<file path="config.mk">
export PLATFORM = sky130hd
export DESIGN_NAME = i2c_slave_core
export DESIGN_NICKNAME = d
export VERILOG_FILES = /design/src/rtl/i2c_pkg.sv /design/src/rtl/i2c_line_filter.sv /design/src/rtl/i2c_slave_core.sv
export SDC_FILE = /design/constraint.sdc
export NUM_CORES = 1
export LEC_CHECK = 0
export CORE_MARGIN = 3
export CORE_UTILIZATION = 54
export CTS_CLUSTER_DIAMETER = 200
export CTS_CLUSTER_SIZE = 14
export DETAILED_ROUTE_END_ITERATION = 10
export PLACE_DENSITY = 0.83
export SYNTH_ARGS = -nofsm -noshare
export SYNTH_HDL_FRONTEND = slang
export SYNTH_SLANG_ARGS = --single-unit
</file>
<file path="constraint.sdc">
create_clock -name i2c_core_clock_i -period 2.5 [get_ports i2c_core_clock_i]
set_input_delay 0.375 -clock i2c_core_clock_i [delete_from_list [all_inputs] [get_ports i2c_core_clock_i]]
set_output_delay 0.375 -clock i2c_core_clock_i [all_outputs]
set_load 0.01 [all_outputs]
</file>
<file path="src/rtl/i2c_pkg.sv">
// Shared I2C definitions: FSM state encoding and bus-level constants.
// Used by both the target core and the master.
package i2c_pkg;

  typedef enum logic [2:0] {
    ST_IDLE,
    ST_ADDR,
    ST_ADDR_ACK,
    ST_RX_BYTE,
    ST_RX_ACK,
    ST_TX_BYTE,
    ST_TX_ACK,
    ST_WAIT_STOP
  } i2c_state_e;

  localparam logic       I2C_ACK       = 1'b0;
  localparam logic       I2C_NACK      = 1'b1;
  localparam logic [7:0] I2C_IDLE_BYTE = 8'hFF;

endpackage

</file>
<file path="src/rtl/i2c_line_filter.sv">
// SCL/SDA synchroniser with edge, START and STOP detection.
// The outputs are decoded from registered copies of the synchronised lines.
module i2c_line_filter #(
  parameter int unsigned SYNC_STAGES = 2
) (
  input  logic clk_i,
  input  logic rst_ni,
  input  logic scl_i,
  input  logic sda_i,
  output logic scl_rise_o,
  output logic scl_fall_o,
  output logic start_det_o,
  output logic stop_det_o,
  output logic sda_o
);

  logic [SYNC_STAGES-1:0] scl_sync_q;
  logic [SYNC_STAGES-1:0] sda_sync_q;
  logic                   scl_prev_q;
  logic                   sda_prev_q;
  logic                   scl_s;
  logic                   sda_s;

  // Idle bus level is high, so reset the chain to 1 to avoid false edges.
  always_ff @(posedge clk_i or negedge rst_ni) begin
    if (!rst_ni) begin
      scl_sync_q <= '1;
      sda_sync_q <= '1;
      scl_prev_q <= 1'b1;
      sda_prev_q <= 1'b1;
    end else begin
      scl_sync_q <= {scl_sync_q[SYNC_STAGES-2:0], scl_i};
      sda_sync_q <= {sda_sync_q[SYNC_STAGES-2:0], sda_i};
      scl_prev_q <= scl_s;
      sda_prev_q <= sda_s;
    end
  end

  assign scl_s       = scl_sync_q[SYNC_STAGES-1];
  assign sda_s       = sda_sync_q[SYNC_STAGES-1];
  assign scl_rise_o  = scl_s & ~scl_prev_q;
  assign scl_fall_o  = ~scl_s & scl_prev_q;
  assign start_det_o = scl_s & scl_prev_q & sda_prev_q & ~sda_s;
  assign stop_det_o  = scl_s & scl_prev_q & ~sda_prev_q & sda_s;
  assign sda_o       = sda_s;

endmodule

</file>
<file path="src/rtl/i2c_slave_core.sv">
// I2C target engine: address match, write-byte receive and read-byte transmit.
// SDA is driven open-drain style; all state changes follow filtered bus events.
module i2c_slave_core
  import i2c_pkg::*;
#(
  parameter logic [6:0]  SLAVE_ADDR  = 7'h55,
  parameter int unsigned SYNC_STAGES = 2
) (
  input  logic       i2c_core_clock_i,
  input  logic       reset_bit_i,
  input  logic       enable_bit_i,
  input  logic       scl_i,
  input  logic       sda_i,
  output logic       sda_o,
  input  logic       rx_fifo_full_i,
  output logic [7:0] rx_data_o,
  output logic       rx_valid_o,
  input  logic [7:0] tx_data_i,
  input  logic       tx_valid_i,
  output logic       tx_ready_o,
  output logic [7:0] addr_rw_o,
  output logic       busy_o
);

  i2c_state_e state_q;
  logic [3:0] cnt_q;
  logic [7:0] shift_q;
  logic       ack_q;
  logic       scl_rise, scl_fall, start_det, stop_det, sda_s;
  logic [7:0] byte_d;
  logic [7:0] tx_byte_d;

  i2c_line_filter #(
    .SYNC_STAGES(SYNC_STAGES)
  ) u_filter (
    .clk_i      (i2c_core_clock_i),
    .rst_ni     (reset_bit_i),
    .scl_i      (scl_i),
    .sda_i      (sda_i),
    .scl_rise_o (scl_rise),
    .scl_fall_o (scl_fall),
    .start_det_o(start_det),
    .stop_det_o (stop_det),
    .sda_o      (sda_s)
  );

  assign byte_d    = {shift_q[6:0], sda_s};
  assign tx_byte_d = tx_valid_i ? tx_data_i : I2C_IDLE_BYTE;

  always_ff @(posedge i2c_core_clock_i or negedge reset_bit_i) begin
    if (!reset_bit_i) begin
      state_q    <= ST_IDLE;
      cnt_q      <= '0;
      shift_q    <= '0;
      ack_q      <= I2C_ACK;
      sda_o      <= 1'b1;
      rx_data_o  <= '0;
      rx_valid_o <= 1'b0;
      tx_ready_o <= 1'b0;
      addr_rw_o  <= '0;
      busy_o     <= 1'b0;
    end else begin
      rx_valid_o <= 1'b0;
      tx_ready_o <= 1'b0;
      // Disable and STOP take priority over START and all bus-phase activity.
      if (!enable_bit_i || stop_det) begin
        state_q <= ST_IDLE;
        cnt_q   <= '0;
        sda_o   <= 1'b1;
        busy_o  <= 1'b0;
      end else if (start_det) begin
        state_q <= ST_ADDR;
        cnt_q   <= '0;
        shift_q <= '0;
        sda_o   <= 1'b1;
        busy_o  <= 1'b0;
      end else begin
        case (state_q)
          ST_IDLE: ;
          ST_ADDR: if (scl_rise) begin
            shift_q <= byte_d;
            cnt_q   <= cnt_q + 4'd1;
            if (cnt_q == 4'd7) begin
              cnt_q <= '0;
              if (byte_d[7:1] == SLAVE_ADDR) begin
                state_q   <= ST_ADDR_ACK;
                addr_rw_o <= byte_d;
                busy_o    <= 1'b1;
              end else begin
                state_q <= ST_WAIT_STOP;
              end
            end
          end
          ST_ADDR_ACK: if (scl_fall) begin
            if (cnt_q == 4'd0) begin
              sda_o <= I2C_ACK;
              cnt_q <= 4'd1;
            end else if (addr_rw_o[0]) begin
              state_q    <= ST_TX_BYTE;
              sda_o      <= tx_byte_d[7];
              shift_q    <= {tx_byte_d[6:0], 1'b1};
              tx_ready_o <= tx_valid_i;
              cnt_q      <= 4'd1;
            end else begin
              state_q <= ST_RX_BYTE;
              sda_o   <= 1'b1;
              cnt_q   <= '0;
            end
          end
          ST_RX_BYTE: if (scl_rise) begin
            shift_q <= byte_d;
            cnt_q   <= cnt_q + 4'd1;
            if (cnt_q == 4'd7) begin
              state_q <= ST_RX_ACK;
              cnt_q   <= '0;
              if (!rx_fifo_full_i) begin
                rx_data_o  <= byte_d;
                rx_valid_o <= 1'b1;
                ack_q      <= I2C_ACK;
              end else begin
                ack_q <= I2C_NACK;
              end
            end
          end
          ST_RX_ACK: if (scl_fall) begin
            if (cnt_q == 4'd0) begin
              sda_o <= ack_q;
              cnt_q <= 4'd1;
            end else begin
              sda_o   <= 1'b1;
              cnt_q   <= '0;
              state_q <= (ack_q == I2C_ACK) ? ST_RX_BYTE : ST_WAIT_STOP;
              busy_o  <= (ack_q == I2C_ACK);
            end
          end
          ST_TX_BYTE: if (scl_fall) begin
            if (cnt_q == 4'd8) begin
              sda_o   <= 1'b1;
              state_q <= ST_TX_ACK;
              cnt_q   <= '0;
            end else begin
              sda_o   <= shift_q[7];
              shift_q <= {shift_q[6:0], 1'b1};
              cnt_q   <= cnt_q + 4'd1;
            end
          end
          // cnt_q=1 records a master ACK; the next byte goes out on the following fall.
          ST_TX_ACK: begin
            if (scl_rise && cnt_q == 4'd0) begin
              if (sda_s == I2C_ACK) begin
                cnt_q <= 4'd1;
              end else begin
                state_q <= ST_WAIT_STOP;
                busy_o  <= 1'b0;
              end
            end else if (scl_fall && cnt_q == 4'd1) begin
              state_q    <= ST_TX_BYTE;
              sda_o      <= tx_byte_d[7];
              shift_q    <= {tx_byte_d[6:0], 1'b1};
              tx_ready_o <= tx_valid_i;
            end
          end
          ST_WAIT_STOP: sda_o <= 1'b1;
          default: state_q <= ST_IDLE;
        endcase
      end
    end
  end

endmodule

</file>
==> metrics.md <==
| Metric | Value |
|---|---|
| Worst endpoint required time | 2.71 ns |
| Grt ovf | 0 |
| Setup repair bufs after CTS | 0 |
| Post-synthesis mux area share | 0.0593 |
| Final worst path period share | 0.926 |
| Synthesis-to-layout area growth | 24.5% |
| Post-route ant nets | 0 |
| Synth cell types | 62 |
| Initial antenna violation count | 0 |
| Buf+Inv Stages, Crit Path | 1 |
| Die width | 73.6 um |
| Top Ports | 35 |
| Setup violators final | 0 |
| Gpl congestion | just under 1 |
| Place WS | 0.171 ns |
| Synth top area share | 0.355 |
| Max incr delay on CP | 0.43 ns |
| Area of the multi-input gates | 0.00132 mm^2 |
| Reg clk slew, reported paths | approximately 0.10 ns |
| Status | complete, no violations |
| Diodes inserted | 0 |
| Type of the worst min-delay path | in -> async |
| CP top delay family | compound AO/OA/AOI/OAI gates |
| Mapped Area | 0.00247 mm^2 |
| Post_cts resized | 0 |
| CTS root buf | clkbuf_8 |
| Largest family of logic cells by synthesized area | simple AND/OR/NAND/NOR gates |
| Total GRT Usage | 0.251 |
| Final Non-Filler Cells | 351 |
| Top cells by count, synth | 35 x dfrtp_1, 19 x nand2_1, 17 x nor2_1 |
| Fillcell total | 313 |
| Seq/Total Area, Yosys | 0.429 |
| Layout cells sized above 1 | 0.163 |
| Maximum clock insertion buffer count | 2 |
| TritonRoute pass-1 iters | 5 |
| Syn_area_per_cell | 9.76 um^2 |
| Synth top area cells | dfrtp_1 35%, dfstp_2 7.4%, mux2_1 5.9% |
| Port Buf Inserts | 34 |
| Total CTS buffers | 5 |
| Final clock skew | 0.0186 ns |
| CTS tree | done |
| Yosys reg bits | 42 |
| Seq. cell area | 0.00106 mm^2 |
| Synth Flop Type | dfrtp_1 |
| Synth warnings | 0 |
| Pwr/cell area | ~900 mW/mm^2 |
| Dpl hpwl | approximately 4500 um |
| Max Cap Violations | 0 |
| Die height | 73.6 um |
| Slew Limit Fails | 0 |
| Number of synthesized flops with an enable pin | 0 |
| CORE AREA | 0.00420 mm^2 |
| Post-Synth Adder-Cell Area | 0.0152 |
| Crit path cell chain | inv_1 -> ha_1 -> or3b_4 -> o21ai_0 -> a221oi_1 -> a211oi_4 -> o31ai_1 -> a22o_1 |
| Synth Area in XOR/XNOR | 0.00659 |
| Hold Fails Final Rpt | 0 |
| Vias in the first global route | 2085 |
| Pleak | 1.33 nW |
| Worst EP arrival | 2.53 ns |
| Largest area contributor in the netlist | dfrtp_1 |
| DR DRC count | 0 |
| Synthesized netlist net count | approximately 270 |
| Final core utilization | 0.732 |
| Setup tns final | 0 ns |
| CTS Sinks | 42 |
| RSZ-0062 raised after global routing | no |
| Starting density of the core | 0.588 |
| Setup ws final | approximately 0.19 ns |
| Worst slew margin | 0.397 |
| First-pass GRT wire length | between 10000 and 15000 um |
| Startpoint types | flop |
| Slowest CP cell | dfrtp_1 |
| Fmax | 432 MHz |
| CP Capture Type | flop |
| Post-route minimum period | between 2 and 2.5 ns |
| Nets | 318 |
| Ys async rst share | 1.00 |
| DR iter-0 viols | 272 |
| Dpl cells | 343 |
| Largest net degree at the start of global routing | between 40 and 50 |
| Wire per inst | 17.4 um |
| Worst-Margin Slew | 0.904 ns |
| Full die area | 0.00542 mm^2 |
| Worst vdd ir | around 0.6 mV |
| Clk_lat worst skew | 0.31 ns |
| Synth Area in Compound Gates | 0.217 |
| Cells after synthesis | 253 |
| Total number of vias | roughly 2200 |
| Synth Area in Simple Gates | 0.235 |
| Most numerous cell in the Yosys netlist | dfrtp_1 |
| Cell Rows | 23 |
| Vias per cell | 6.13 |
| H-tree depth | 2 |
| WS Path Type | reg -> reg |
| Post-CTS Hold Buffers | 0 |
| Final WL | ~6000 um |
| Worst-path maximum fanout | 8 |
==> worst register-to-register path: cells and delay by family, from the launching register on <==
family,cells,cell delay [ns]
AOI/OAI and AO/OA,5,1.05
adders and majority gates,1,0.21
buffers and inverters,1,0.09
DFF,1,0.43
and+or+nand+nor,1,0.43
==> metal layers <==
metal	GRT usage	up-vias	part of all wire
li1	-	1025	-
met1	0.366	1015	0.46
met2	0.361	92	0.44
met3	0.0711	21	0.071
met4	0.0785	0	0.029
met5	0	-	0
==> where the power goes <==
group / switching [W] / total [W] / internal [W]
Clock: 0.000262 / 0.000567 / 0.000304
Sequential: 0.000112 / 0.000908 / 0.000796
Combinational: 0.000696 / 0.00124 / 0.000547
Total: 0.00107 / 0.00272 / 0.00165
==> cells in the final DEF, fill, tap and decap left out, drive strengths merged, types with 5 or more instances in the layout <==
master,synthesis,routed
nand2,19,19
a21oi,7,7
nand2b,9,9
nand3b,10,10
nor2,19,19
dfstp,7,7
nand3,7,7
clkbuf,6,5
dfrtp,35,35
o21ai,33,33
nor2b,7,7
buf,10,23
inv,5,6
clkdlybuf4s50,0,33
mux2,13,13
==> sequential cells by signal (all words and copies together), names as in the netlist <==
signal and flops:
ack_q 1, addr_rw_o 8, busy_o 1, cnt_q 4, rx_data_o 8, rx_valid_o 1
sda_o 1, shift_q 8, state_q 3, tx_ready_o 1, u_filter.scl_prev_q 1, u_filter.scl_sync_q 2
u_filter.sda_prev_q 1, u_filter.sda_sync_q 2
==> area by class of cell <==
class / count / area share
repair buffers: 56 / 0.163
clock buffers: 5 / 0.0224
multi-input cells: 190 / 0.428
well taps: 50 / 0.0203
clock inverters: 3 / 0.0159
flip-flops and latches: 42 / 0.345
inverters: 5 / 0.00610
==> final timing paths <==
path | end | depth (start not counted) | slack [ns] | start
worst max-delay path | cnt_q[3] | 8 | 0.19 | cnt_q[0]
worst min-delay path | cnt_q[3] | 1 | 0.18 | reset_bit_i
worst max register to register | cnt_q[3] | 8 | 0.19 | cnt_q[0]
worst min register to register | u_filter.scl_sync_q[1] | 0 | 0.36 | u_filter.scl_sync_q[0]
max in group asynchronous | addr_rw_o[0] | 1 | 1.73 | reset_bit_i
min in group i2c_core_clock_i | u_filter.scl_sync_q[1] | 0 | 0.36 | u_filter.scl_sync_q[0]
==> cell families after synthesis <==
family,Yosys count
simple gates,99
fa+ha+maj,3
mux,13
flops,42
buf+inv,21
xor+xnor,1
compound gates,74
==> through the flow <==
step	hold slack (ns)	power, W	cell area, um^2
global route	0.253	0.00290	3080
finish	0.176	0.00272	3080
detailed placement	0.350	0.00213	2960
CTS	0.231	0.00271	3080
global placement	0.346	0.00212	2960
floorplan	0.0794	0.00175	2470
Power figures use the tool's default switching activity.
